File: config.mk
export PLATFORM = sky130hd
export DESIGN_NAME = mul_seq_ctrl
export DESIGN_NICKNAME = d
export VERILOG_FILES = /design/src/rtl/mul_seq_pkg.sv /design/src/rtl/pp_mul2.sv /design/src/rtl/mul_seq_ctrl.sv
export SDC_FILE = /design/constraint.sdc
export NUM_CORES = 1
export LEC_CHECK = 0
export ABC_AREA = 1
export CAP_MARGIN = 20
export CORE_MARGIN = 1
export CORE_UTILIZATION = 40
export CTS_CLUSTER_SIZE = 16
export DETAILED_ROUTE_END_ITERATION = 6
export PLACE_DENSITY = 0.7
export SLEW_MARGIN = 20
export SYNTH_ARGS = -nofsm -noshare
export SYNTH_HDL_FRONTEND = slang
export SYNTH_SLANG_ARGS = --single-unit
File: constraint.sdc
create_clock -name clk -period 3.35 [get_ports clk]
set_clock_uncertainty 0.1 [all_clocks]
set_input_delay 0.67 -clock clk [delete_from_list [all_inputs] [get_ports clk]]
set_output_delay 0.67 -clock clk [all_outputs]
set_load 0.05 [all_outputs]
File: src/rtl/mul_seq_pkg.sv
// Shared types and sizing for the radix-4 sequential multiplier controller.
package mul_seq_pkg;

  typedef enum logic [1:0] {
    IDLE = 2'd0,
    RUN  = 2'd1,
    DONE = 2'd2
  } state_t;

  localparam int DEF_WIDTH  = 8;
  localparam int DEF_DIGITS = DEF_WIDTH / 2;

  // Operands are split into 2-bit digits.
  function automatic int num_digits(input int width);
    return width / 2;
  endfunction

endpackage

File: src/rtl/pp_mul2.sv
// Combinational 2-bit x 2-bit unsigned multiplier producing one partial product.
module pp_mul2 (
  input  logic [1:0] x,
  input  logic [1:0] y,
  output logic [3:0] p
);

  assign p = {2'b00, x} * {2'b00, y};

endmodule

File: src/rtl/mul_seq_ctrl.sv
// Sequential multiplier: one 2x2 digit product per cycle, (WIDTH/2)^2 cycles per result,
// valid/ready handshakes on operand and result sides.
module mul_seq_ctrl
  import mul_seq_pkg::*;
#(
  parameter int WIDTH = DEF_WIDTH
) (
  input  logic               clk,
  input  logic               rst,
  input  logic               start_valid,
  output logic               start_ready,
  input  logic [WIDTH-1:0]   a,
  input  logic [WIDTH-1:0]   b,
  output logic               result_valid,
  input  logic               result_ready,
  output logic [2*WIDTH-1:0] result,
  output logic               busy
);

  localparam int DIGITS = num_digits(WIDTH);
  localparam int CW     = $clog2(DIGITS);
  localparam int AW     = 2 * WIDTH;
  localparam logic [CW-1:0] LAST = CW'(DIGITS - 1);

  state_t          state, state_nx;
  logic [WIDTH-1:0] a_q, b_q;
  logic [CW-1:0]   i_q, j_q;
  logic [AW-1:0]   acc;
  logic [1:0]      a_dig, b_dig;
  logic [3:0]      pp;
  logic [CW:0]     dsum;
  logic [AW-1:0]   pp_sh;
  logic            accept, last_step;

  assign a_dig = a_q[{i_q, 1'b0} +: 2];
  assign b_dig = b_q[{j_q, 1'b0} +: 2];

  pp_mul2 u_pp (
    .x(a_dig),
    .y(b_dig),
    .p(pp)
  );

  // Digit weight is 4^(i+j), i.e. a shift of 2*(i+j) bits.
  assign dsum      = {1'b0, i_q} + {1'b0, j_q};
  assign pp_sh     = AW'(pp) << {dsum, 1'b0};
  assign last_step = (i_q == LAST) && (j_q == LAST);
  assign accept    = (state == IDLE) && start_valid;
  assign result    = acc;

  always_ff @(posedge clk) begin
    if (rst) state <= IDLE;
    else     state <= state_nx;
  end

  always_comb begin
    state_nx     = state;
    start_ready  = 1'b0;
    busy         = 1'b0;
    result_valid = 1'b0;
    case (state)
      IDLE: begin
        start_ready = 1'b1;
        if (start_valid) state_nx = RUN;
      end
      RUN: begin
        busy = 1'b1;
        if (last_step) state_nx = DONE;
      end
      DONE: begin
        result_valid = 1'b1;
        if (result_ready) state_nx = IDLE;
      end
      default: state_nx = IDLE;
    endcase
  end

  always_ff @(posedge clk) begin
    if (rst) begin
      a_q <= '0;
      b_q <= '0;
      i_q <= '0;
      j_q <= '0;
      acc <= '0;
    end else if (accept) begin
      a_q <= a;
      b_q <= b;
      i_q <= '0;
      j_q <= '0;
      acc <= '0;
    end else if (state == RUN) begin
      acc <= acc + pp_sh;
      // j is the inner (b digit) index, i the outer (a digit) index.
      if (j_q == LAST) begin
        j_q <= '0;
        i_q <= i_q + CW'(1);
      end else begin
        j_q <= j_q + CW'(1);
      end
    end
  end

endmodule

==> results of run 1 <==
-- how the worst max path moves through the flow --
stage / cells past startpoint / slack (ns) / to / from
floorplan: 18 / 0.46 / result[8] / i_q[0]
global placement: 22 / 0.26 / result[13] / i_q[0]
detailed placement: 17 / 0.20 / result[8] / j_q[0]
CTS: 17 / 0.18 / result[8] / j_q[0]
global route: 21 / 0.02 / result[9] / i_q[0]
finish: 21 / 0.22 / result[13] / i_q[0]
-- synthesized netlist by cell type (2+ instances only) --
cell,count
nand2_2,2
or2_1,2
a211oi_2,2
a32o_1,2
nand4_1,2
nand3_1,29
nor3_1,2
nor2_2,3
o21ai_1,4
o21ai_0,2
o211ai_1,5
a21oi_1,34
ha_1,21
nor2_1,51
fa_1,2
o21ai_2,2
buf_4,3
inv_1,75
inv_2,7
buf_2,5
xor2_1,2
dfxtp_1,38
nand2_1,153
-- placed cells by master, fill, tap and decap left out, types with 2 or more instances in the layout --
| master | synthesis | final |
|---|---|---|
| a211oi_2 | 2 | 2 |
| a21oi_1 | 34 | 32 |
| a21oi_2 | 0 | 2 |
| a32o_1 | 2 | 2 |
| buf_4 | 3 | 7 |
| clkbuf_8 | 0 | 5 |
| clkdlybuf4s50_1 | 0 | 38 |
| clkinvlp_4 | 0 | 2 |
| dfxtp_1 | 38 | 36 |
| dfxtp_2 | 0 | 2 |
| ha_1 | 21 | 19 |
| inv_1 | 75 | 75 |
| inv_2 | 7 | 7 |
| nand2_1 | 153 | 151 |
| nand2_2 | 2 | 4 |
| nand3_1 | 29 | 29 |
| nand4_1 | 2 | 2 |
| nor2_1 | 51 | 50 |
| nor2_2 | 3 | 4 |
| nor3_1 | 2 | 2 |
| o211ai_1 | 5 | 5 |
| o21ai_0 | 2 | 2 |
| o21ai_1 | 4 | 4 |
| or2_1 | 2 | 2 |
| xor2_1 | 2 | 2 |
-- timing repair --
item / in CTS / in global routing
endpoints found under the setup margin: 0 / 11
hold buffers: 0 / 0
gates resized for setup: 0 / 11
setup buffers: 0 / 2
-- logic make-up after synthesis --
| group | Yosys count | share of synthesized area, % |
|---|---|---|
| buffers and inverters | 93 | 13.33 |
| xor gates and xnor gates | 3 | 0.9335 |
| AOI/OAI and AO/OA | 54 | 11.56 |
| adders and majority gates | 23 | 10.76 |
| and+or+nand+nor | 248 | 36.40 |
| DFF | 38 | 27.02 |
-- layout make-up --
class | instances | area [um2] | area share, %
Timing Repair Buffer | 45 | 432.9 | 12.52
Tap cell | 96 | 120.1 | 3.474
Sequential cell | 38 | 763.2 | 22.08
Clock buffer | 5 | 68.82 | 1.991
Inverter | 82 | 307.8 | 8.903
Clock inverter | 3 | 45.04 | 1.303
Multi-Input combinational cell | 328 | 1719 | 49.73
-- power groups by stage --
stage	Clock, uW	Combinational [uW]	Sequential (uW)
floorplan	0	126	532
finish	413	228	492
detailed placement	0	224	503
global route	443	254	496
global placement	0	222	502
CTS	425	225	492
-- worst max-delay path, stage by stage, from the launching register on --
cell	delay [ns]
dfxtp_1	0.33
buf_4	0.16
inv_2	0.09
nand2_1	0.06
a32o_1	0.24
a21oi_1	0.13
ha_1	0.16
ha_1	0.24
nand2_1	0.07
nand2_1	0.07
nand2_1	0.10
nor2_1	0.07
ha_1	0.32
or2_1	0.25
nand3b_1	0.12
nand2_1	0.12
nand2_1	0.11
nand2_1	0.06
nand2_1	0.06
nand3_1	0.07
nand2_1	0.07
inv_1	0.03
-- registers in the layout, indices dropped and copies added (netlist names) --
register	cells
state	2
a_q	8
i_q	2
b_q	8
j_q	2
result	16
-- metal layers --
layer | track usage [%] | routed length, um
met4 | 4.394 | 65
met2 | 31.46 | 2962
met1 | 23.88 | 3119
met3 | 3.657 | 204
met5 | 0 | 0
-- per-stage QoR --
stage                     power, uW  area, um2
after detailed placement      727.1       3286
after floorplan               658.0       2815
after CTS                      1142       3400
final                          1134       3457
after global routing           1192       3457
after global placement        724.4       3286
==> impl_metrics.ini, run 1 <==
[run_status]
status = complete, no violations

[clock_network]
root_buffer = clkbuf_8
cts_buffers = 5
worstSkewPairLatency_ns = 0.30
cts_max_path_buffers = 2
cts.sinks = 38
path_clk_slew_ns = 0.09
cts_tree = done
htree_levels = 2

[timing]
slew_headroom_pct = 66.82
hold_viol = 0
tightest_slew_ns = 0.4961
whs_ns = 0.3678
rsz0062_at_grt = false
period_share_pct = 93.36
setup_viol = 0
fin_tns_setup_ns = 0
slew_viol_final = 0
fmax_ghz = 0.3197
worst_slack_ns = 0.2224
period_minus_slack_ns = 3.128

[pwr]
intPower_uw = 787.0
seq_power_share_pct = 43.4
p_leak_uw = 0.001682
ir_worst_vdd_mv = 0.2084
p_per_area_nw_per_um2 = 327.9
sw_frac_of_total_pct = 30.57
combPwrFrac_pct = 20.1
pwr-share-clk_pct = 36.4
p_sw_uw = 346.6

[global_routing]
grt_overflow_total = 0
antenna_found_initial = 0
grt.total_usage_pct = 18.43
grt_max_degree = 31
grt_pass1_vias = 2482
grt_pass1_wl_um = 10850

[finish]
stdcell_count = 597
nNetsFinal = 543
final_util_pct = 50.88
fill_cells = 703
drive_gt1_share_pct = 8.982
area_growth_pct = 22.80
n_antenna_cell = 0

[flow_run]
drv_cap = 0

[setup_path]
worstPathRequired_ns = 3.46
r2r_end = result[13]
startpoint_type = flop
worstPathArrival_ns = 3.23
reg2reg_from = i_q[0]
endpoint_kind = flop
r2r_slack_ns = 0.22
crit_fanout = 6
path_class = flop to flop
worstRegToRegCells = 21

[hold_path]
holdPathStages = 2
hp-class = flop to flop
min_from = b_q[5]
hold_end = b_q[5]

[floorplan]
die_x_um = 85.89
start_util_pct = 41.44
core-area_um2 = 6794
io_pins = 39
dieArea_um2 = 7377
rows = 30
die_h_um = 85.89

[place]
dp_hpwl_um = 4848
pre_cts_ws_ns = 0.1983
gp_congestion = 0.8902
io_buffers = 38
dp_cells = 587

[synthesis]
synth_edf_count = 0
synth_top_area_share_pct = 27.02
yosys_warnings = 0
ys_seq_elements = 38
async_reset_ff_share_pct = 0
syn-cell-area_um2 = 2815
synth_nets = 502
synthCells = 459
synth.distinct_cells = 34
synthFlopType = dfxtp_1
ys_top_cells_by_area = dfxtp_1, nand2_1, inv_1, ha_1, nor2_1
synth_top_area_cell = dfxtp_1
synth_area_per_cell_um2 = 6.133
synth_seq_area_share_pct = 27.02

[routing]
avgViaCountPerCell = 4.645
avgRoutedWirePerCell_um = 10.64
wirelength_um = 6351
drtAntennaViolNets = 0
dr.pass1.iters = 4
initialDrtViolationCount = 121
vias = 2773
remaining_drc_errors = 0
Power figures use the tool's default switching activity.
==> run 2, diff against run 1 <==
--- a/config.mk
+++ b/config.mk
@@ -11,6 +11,7 @@
 export CORE_UTILIZATION = 40
 export CTS_CLUSTER_SIZE = 16
 export DETAILED_ROUTE_END_ITERATION = 6
+export GPL_TIMING_DRIVEN = 0
 export PLACE_DENSITY = 0.7
 export SLEW_MARGIN = 20
 export SYNTH_ARGS = -nofsm -noshare
==> run 2 against run 1 <==
Cell count up 0.50%. First-iteration DRC count is 19% lower. Final area increased by 0.14%. Routed wire length grew 3.5%. Utilization rose by 0.074 points. Clock power grew 18%. Global-route usage rose by 1.1 points. Critical path depth is 4 lower. Via count rose by 0.87%. Count of clock-buffer cells in the layout stayed put. Sequential power barely moved. Hold slack worse by 0.0023 ns.
==> impl_metrics.ini, run 2 (same netlist as run 1, synthesis figures left out) <==
[run_status]
status = complete, no violations

[routing]
avgViaCountPerCell = 4.662
initialDrtViolationCount = 98
dr.pass1.iters = 4
wirelength_um = 6575
remaining_drc_errors = 0
vias = 2797
drtAntennaViolNets = 0
avgRoutedWirePerCell_um = 10.96

[setup_path]
worstPathArrival_ns = 3.24
crit_buf_inv = 5
r2r_slack_ns = 0.22
worstRegToRegCells = 17
reg2reg_from = i_q[0]
endpoint_kind = flop
max_stage_delay_ns = 0.48
worstPathRequired_ns = 3.45
path_class = flop to flop
r2r_end = result[14]
slowest_stage = fa_1
startpoint_type = flop
cp_cell_sequence = ha_1 -> inv_1 -> fa_1 -> clkbuf_4 -> inv_1 -> nor2_1 -> inv_1 -> o22ai_1 -> ha_1 -> a21oi_1 -> nand2_1 -> a21oi_1 -> nand2_1 -> nand2_1 -> nand3_1 -> nand2_1 -> inv_1
cp_top_family = adder cells
crit_fanout = 8

[clock_network]
path_clk_slew_ns = 0.09
root_buffer = clkbuf_8
htree_levels = 2
cts_buffers = 5
worstSkewPairLatency_ns = 0.30
cts_hold_buf = 0
cts_resized = 0
cts_max_path_buffers = 2
postCtsSetupRepairBufs = 0
cts_tree = done
cts.sinks = 38

[pwr]
p_leak_uw = 0.001709
p_per_area_nw_per_um2 = 349.4
pwr-share-clk_pct = 40.3
intPower_uw = 863.2
seq_power_share_pct = 40.6
sw_frac_of_total_pct = 28.64
p_sw_uw = 346.5
ir_worst_vdd_mv = 0.1717
combPwrFrac_pct = 19.1

[timing]
fin_tns_setup_ns = 0
slew_headroom_pct = 67.11
slew_viol_final = 0
hold_viol = 0
period_minus_slack_ns = 3.134
fmax_ghz = 0.3191
period_share_pct = 93.56
rsz0062_at_grt = false
setup_viol = 0
tightest_slew_ns = 0.4918

[finish]
drive_gt1_share_pct = 8.333
largest_reg_flops = 16
final_util_pct = 50.96
n_antenna_cell = 0
area_growth_pct = 22.98
final_common_cell = nand2_1
nNetsFinal = 546
fill_cells = 707
multi_input_area_um2 = 1688
layout_common_cells = nand2_1, inv_1, nor2_1
regArea_um2 = 768.2

[global_routing]
grt_pass1_wl_um = 11390
antenna_found_initial = 0
grt_overflow_total = 0
grt.total_usage_pct = 19.55
grt_max_degree = 14
grt_pass1_vias = 2656

[floorplan]
dieArea_um2 = 7377
rows = 30
die_h_um = 85.89
core-area_um2 = 6794
start_util_pct = 41.44
die_x_um = 85.89
io_pins = 39

[hold_path]
holdPathStages = 2
hold_end = a_q[1]
min_from = a_q[1]
hp-class = flop to flop

[place]
dp_hpwl_um = 5222
io_buffers = 37
gp_congestion = 0.9252

[flow_run]
drv_cap = 0
==> run 2: power by group through the flow <==
stage / Clock (uW) / Sequential [uW] / Combinational [uW]
floorplan: 0 / 532 / 126
CTS: 498 / 493 / 232
global placement: 0 / 503 / 227
finish: 487 / 491 / 231
detailed placement: 0 / 503 / 232
global route: 521 / 495 / 255
==> run 2: tightest hold or removal path, delay by kind of cell (launching register included) <==
kind	cells	cell delay (ns)
flops	1	0.32
compound gates	1	0.05
simple gates	1	0.06
==> run 2: final cells by class <==
| type | instances | share of cell area, % |
|---|---|---|
| well taps | 96 | 3.469 |
| flip-flops and latches | 38 | 22.19 |
| inverters | 82 | 8.890 |
| plain buffers | 11 | 2.024 |
| clock buffers | 5 | 1.988 |
| repair buffers | 37 | 10.70 |
| multi-input cells | 328 | 48.75 |
| clock inverters | 3 | 1.988 |
==> run 2: per-stage QoR <==
step / hold slack [ns] / instances / setup slack (ns) / power, uW / instance area [um2]
2_1_floorplan: 0.3437 / 459 / 0.4650 / 658.0 / 2815
3_3_place_gp: 0.3575 / 592 / 0.1330 / 730.1 / 3306
3_5_place_dp: 0.3567 / 592 / 0.05680 / 734.9 / 3306
4_1_cts: 0.3701 / 600 / 0.03367 / 1223 / 3443
5_1_grt: 0.3959 / 600 / 0.0003004 / 1271 / 3462
6_report: 0.3656 / 600 / 0.2158 / 1210 / 3462
==> run 2: metal layers <==
| metal | GRT usage [%] | vias to the layer above | share of wire [%] |
|---|---|---|---|
| met3 | 3.176 | 9 | 3.2 |
| met1 | 23.16 | 1225 | 46 |
| met5 | 0 | - | 0 |
| li1 | - | 1513 | - |
| met4 | 5.909 | 0 | 1.7 |
| met2 | 35.93 | 50 | 49 |
==> run 2: worst max path at each step <==
stage	from	to	slack (ns)	depth (start not counted)
5_1_grt	j_q[1]	result[13]	0.0003	20
3_5_place_dp	j_q[0]	result[8]	0.06	18
4_1_cts	i_q[0]	result[8]	0.03	18
6_report	i_q[0]	result[14]	0.22	17
2_1_floorplan	i_q[0]	result[8]	0.46	18
3_3_place_gp	i_q[0]	result[8]	0.13	18
